### config.mk
export PLATFORM = sky130hd
export DESIGN_NAME = morph_filter_1bit
export DESIGN_NICKNAME = d
export VERILOG_FILES = /design/src/rtl/morph_filter_1bit.sv
export SDC_FILE = /design/constraint.sdc
export NUM_CORES = 1
export LEC_CHECK = 0
export ABC_CLOCK_PERIOD_IN_PS = 3490
export BUFFER_PORTS_ARGS = -buffer_cell sky130_fd_sc_hd__buf_4
export CORE_MARGIN = 1
export CORE_UTILIZATION = 35
export CTS_CLUSTER_SIZE = 28
export DETAILED_ROUTE_END_ITERATION = 8
export PLACE_DENSITY_LB_ADDON = 0.15
export SKIP_CTS_REPAIR_TIMING = 1
export SYNTH_ARGS = -nofsm -noshare
export SYNTH_HDL_FRONTEND = slang
export SYNTH_SLANG_ARGS = --single-unit
### constraint.sdc
create_clock -name sys_clk -period 3.49 [get_ports sys_clk]
set_clock_uncertainty 0.05 [all_clocks]
set_input_delay 0.698 -clock sys_clk [delete_from_list [all_inputs] [get_ports sys_clk]]
set_output_delay 0.698 -clock sys_clk [all_outputs]
set_load 0.05 [all_outputs]
### src/rtl/morph_filter_1bit.sv
// 3x3 binary morphology stage: erode / dilate / bypass / majority on each valid window, 1-cycle latency.
// Optional MORPH_BORDER_CLEAR_EN forces border-position outputs to 0.
module morph_filter_1bit #(
  parameter int IMG_W = 800,
  parameter int IMG_H = 480
) (
  input  logic       sys_clk,
  input  logic       sys_rst_n,
  input  logic       matrix_wr_en,
  input  logic       matrix_p11,
  input  logic       matrix_p12,
  input  logic       matrix_p13,
  input  logic       matrix_p21,
  input  logic       matrix_p22,
  input  logic       matrix_p23,
  input  logic       matrix_p31,
  input  logic       matrix_p32,
  input  logic       matrix_p33,
  input  logic [1:0] mode,
  output logic       morph_wr_en,
  output logic       morph_1bit,
  output logic       frame_done
);
  localparam int CW = (IMG_W > 1) ? $clog2(IMG_W) : 1;
  localparam int RW = (IMG_H > 1) ? $clog2(IMG_H) : 1;
  localparam logic [CW-1:0] COL_LAST = CW'(IMG_W - 1);
  localparam logic [RW-1:0] ROW_LAST = RW'(IMG_H - 1);

  localparam logic [1:0] M_ERODE  = 2'b00;
  localparam logic [1:0] M_DILATE = 2'b01;
  localparam logic [1:0] M_BYPASS = 2'b10;

  logic [CW-1:0] r_col;
  logic [RW-1:0] r_row;
  logic [1:0]    r_mode;
  logic          r_wr_en, r_pix, r_done;

  logic [8:0] w_taps;
  logic       w_first, w_col_last, w_row_last, w_filt, w_pix;
  logic [1:0] w_mode;
  logic [1:0] w_s0, w_s1, w_s2, w_s3;
  logic [2:0] w_s01, w_s23;
  logic [3:0] w_pop;

  assign w_taps = {matrix_p11, matrix_p12, matrix_p13,
                   matrix_p21, matrix_p22, matrix_p23,
                   matrix_p31, matrix_p32, matrix_p33};

  // Popcount as a small adder tree: pairs -> quads -> eight, plus the ninth tap.
  assign w_s0  = {1'b0, w_taps[0]} + {1'b0, w_taps[1]};
  assign w_s1  = {1'b0, w_taps[2]} + {1'b0, w_taps[3]};
  assign w_s2  = {1'b0, w_taps[4]} + {1'b0, w_taps[5]};
  assign w_s3  = {1'b0, w_taps[6]} + {1'b0, w_taps[7]};
  assign w_s01 = {1'b0, w_s0} + {1'b0, w_s1};
  assign w_s23 = {1'b0, w_s2} + {1'b0, w_s3};
  assign w_pop = {1'b0, w_s01} + {1'b0, w_s23} + {3'b000, w_taps[8]};

  assign w_col_last = (r_col == COL_LAST);
  assign w_row_last = (r_row == ROW_LAST);
  assign w_first    = (r_col == '0) && (r_row == '0);
  // The first beat of a frame already runs in the newly sampled mode.
  assign w_mode     = w_first ? mode : r_mode;

  always_comb begin
    w_filt = 1'b0;
    case (w_mode)
      M_ERODE:  w_filt = &w_taps;
      M_DILATE: w_filt = |w_taps;
      M_BYPASS: w_filt = matrix_p22;
      default:  w_filt = (w_pop >= 4'd5);
    endcase
  end

`ifdef MORPH_BORDER_CLEAR_EN
  logic w_border;
  assign w_border = (r_row == '0) || w_row_last || (r_col == '0) || w_col_last;
  assign w_pix    = w_filt & ~w_border;
`else
  assign w_pix    = w_filt;
`endif

  always_ff @(posedge sys_clk or negedge sys_rst_n) begin
    if (!sys_rst_n) begin
      r_col   <= '0;
      r_row   <= '0;
      r_mode  <= M_ERODE;
      r_wr_en <= 1'b0;
      r_pix   <= 1'b0;
      r_done  <= 1'b0;
    end else begin
      r_wr_en <= matrix_wr_en;
      r_done  <= matrix_wr_en && w_col_last && w_row_last;
      if (matrix_wr_en) begin
        r_pix  <= w_pix;
        r_mode <= w_mode;
        if (w_col_last) begin
          r_col <= '0;
          r_row <= w_row_last ? '0 : r_row + 1'b1;
        end else begin
          r_col <= r_col + 1'b1;
        end
      end
    end
  end

  assign morph_wr_en = r_wr_en;
  assign morph_1bit  = r_pix;
  assign frame_done  = r_done;
endmodule

==> results.py <==
metrics = {
    "finish": {
        "nNetsFinal": 203,
        "drive_gt1_share_pct": 25.3,
        "fillers": 401,
        "postLayoutCellArea_um2": 1770,
        "final_util_pct": 43.6,
        "mostFrequentLayoutCell": "dfrtp_1",
        "area_growth_pct": 18.7,
        "antenna_cells": 0,
        "final_cell_mix": "dfrtp_1 (24), buf_4 (21), inv_1 (15), nor2_1 (15), nand2_1 (13)",
    },
    "placed_design": {
        "placed_area_um2": 1700,
        "gp_congestion": 0.883,
        "hpwl_um": 2100,
        "io_buffers": 16,
    },
    "power": {
        "power.internal_uw": 513,
        "p_sw_uw": 247,
        "power_frac_comb_pct": 31.5,
        "pwr-share-seq_pct": 47.7,
        "p_total_uw": 761,
        "power.density_nw_per_um2": 430,
        "swShare_pct": 32.5,
        "p_leak_nw": 0.834,
        "ir_worst_vdd_mv": 0.340,
        "p_clk_share_pct": 20.8,
    },
    "die": {
        "io_pins": 17,
        "start_util_pct": 36.8,
        "rows": 23,
        "design.die.area_um2": 4530,
        "chipWidth_um": 67.3,
        "die_y_um": 67.3,
        "fp.coreArea_um2": 4060,
    },
    "logic_synthesis": {
        "syn_nets": 178,
        "synth_area_um2": 1490,
        "async_flop_share_pct": 100,
        "yosys_warnings": 0,
        "synth_edf_count": 0,
        "synthFlopType": "dfrtp_1",
        "ys_types": 38,
        "seq_area_frac_synth_pct": 40.3,
        "netlist_instances": 151,
        "synth_area_per_cell_um2": 9.88,
        "yosys_register_bits": 24,
    },
    "critical_path": {
        "cp.arrival_ns": 3.94,
        "r2r_cells": 7,
        "crit_top_cell": "fa_1",
        "cpMaxStageDelayCell": "fa_1",
        "r2r_slack_ns": 1.08,
        "path_max_fanout": 2,
        "required_ns": 3.60,
        "start_kind": "primary input",
        "critPathTopFamily": "adder cells",
        "r2r_end": "morph_1bit",
        "path_cells": "buf_8 -> inv_4 -> fa_1 -> fa_1 -> fa_1 -> inv_2 -> fa_2 -> inv_2 -> fa_1 -> nor2b_4 -> o21ai_1 -> nand2_1 -> o31ai_2 -> mux2i_1 -> o311ai_1",
        "path_class": "primary input to flop",
        "end_kind": "flop",
        "cpPeakStageDelay_ns": 0.54,
        "cp.buffers_inverters": 4,
        "r2r_start": "r_col[0]",
    },
    "timing": {
        "setup_violations": 1,
        "relSlewSlack_pct": 67.9,
        "hold_viol_final": 0,
        "max_freq_mhz": 261,
        "fin_crit_ns": 3.83,
        "worst_pin_slew_ns": 0.477,
        "min_period_over_period_pct": 110,
        "slew_viol_final": 0,
        "layout_setup_ws_ns": -0.338,
        "rsz0062_at_grt": "yes",
    },
    "routing": {
        "wl_per_cell_um": 12.2,
        "wl_um": 2720,
        "vias_per_cell": 4.85,
        "drtPass1Iterations": 4,
        "first_iter_violations": 46,
        "vias": 1087,
        "drc": 0,
        "ant_nets": 0,
    },
    "run_status": {
        "status": "finished with violations",
        "violations": "negative setup slack",
    },
    "min_path": {
        "hp-class": "primary input to asynchronous set/reset pin",
    },
    "clock_tree": {
        "clk_latency_ns": 0.26,
        "cts_sinks": 24,
        "cts_tree": "yes",
        "cts-root-buf": "clkbuf_8",
        "cts_buffers": 3,
        "cts.clk_slew.worst_paths_ns": 0.08,
        "h-tree-depth": 1,
        "clk_path_buf_depth": 2,
    },
    "global_route": {
        "met2_usage_pct": 23.1,
        "grt_pass1_wl_um": 4960,
        "gr-total-overflow": 0,
        "grt_use_met1_pct": 20.0,
        "grt_max_degree": 25,
        "grt_usage_pct": 14.7,
        "first_global_vias": 1071,
        "busiest_layer": "met2",
        "antenna_found_initial": 0,
        "grtUsageMet3_pct": 3.55,
    },
    "job": {
        "cap_viol_max_count": 0,
    },
}
worst max path at each step:
| stage | start | slack (ns) | depth (start not counted) | to |
|---|---|---|---|---|
| final | matrix_p11 | -0.34 | 15 | morph_1bit |
| after CTS | matrix_p21 | -0.37 | 15 | morph_1bit |
| after global placement | matrix_p21 | -0.57 | 15 | morph_1bit |
| after floorplan | matrix_p21 | -0.39 | 14 | morph_1bit |
| after global routing | matrix_p11 | -0.49 | 15 | morph_1bit |
| after detailed placement | matrix_p21 | -0.65 | 15 | morph_1bit |
synthesized netlist by cell type (2+ instances only):
library cell / n / share of area [%]
a21oi_1: 3 / 1.0
and3_2: 2 / 1.0
dfrtp_1: 24 / 40
fa_1: 5 / 6.7
ha_1: 8 / 6.7
inv_1: 20 / 5.0
mux2_2: 2 / 1.5
mux2i_1: 3 / 2.0
nand2_1: 13 / 3.3
nand3_1: 6 / 2.0
nand4_1: 5 / 2.1
nor2_1: 15 / 3.8
nor4_1: 5 / 2.1
o21ai_0: 4 / 1.3
xnor2_1: 10 / 5.9
xor2_1: 4 / 2.3
state kept, by name, summed over array words and instances (netlist names):
register / flops
frame_done: 1
morph_1bit: 1
morph_wr_en: 1
r_col: 10
r_mode: 2
r_row: 9
through the flow:
stage / cells / hold slack (ns) / setup TNS [ns] / setup slack (ns)
global route: 224 / 0.295 / -0.492 / -0.492
CTS: 223 / 0.275 / -0.367 / -0.367
global placement: 220 / 0.424 / -0.570 / -0.570
detailed placement: 220 / 0.422 / -0.650 / -0.650
floorplan: 151 / 0.352 / -0.390 / -0.390
finish: 224 / 0.274 / -0.338 / -0.338
cells by family (layout without fill, tap and decap cells):
kind of cell    after synthesis  count (layout)  synth area share, %
fa+ha+maj                    13              13                 13.4
buf+inv                      22              45                 6.04
xor+xnor                     14              14                 8.22
mux                           5               5                 3.52
simple gates                 60              60                 23.0
flops                        24              24                 40.3
compound gates               13              13                 5.54
cell type report:
type	instances	area [µm²]	share of cell area, %
timing repair buffer	22	173	9.75
inverter	20	77.6	4.38
tap	50	62.6	3.53
multi-input combinational	105	816	46.1
sequential	24	601	33.9
clock buffer	3	41.3	2.33
routing by layer:
| metal | share of wire, % | vias up |
|---|---|---|
| met3 | 2.9 | 5 |
| met4 | 1.3 | 0 |
| met5 | 0 | - |
| li1 | - | 553 |
| met2 | 47 | 13 |
| met1 | 48 | 516 |
power by group through the flow:
stage	Combinational [mW]	Sequential, mW	Clock, mW
after detailed placement	0.217	0.369	0
after global placement	0.209	0.368	0
after global routing	0.278	0.371	0.178
final	0.240	0.363	0.158
after floorplan	0.150	0.367	0
after CTS	0.217	0.364	0.169
Note: power is estimated with default switching activity, not from simulation.
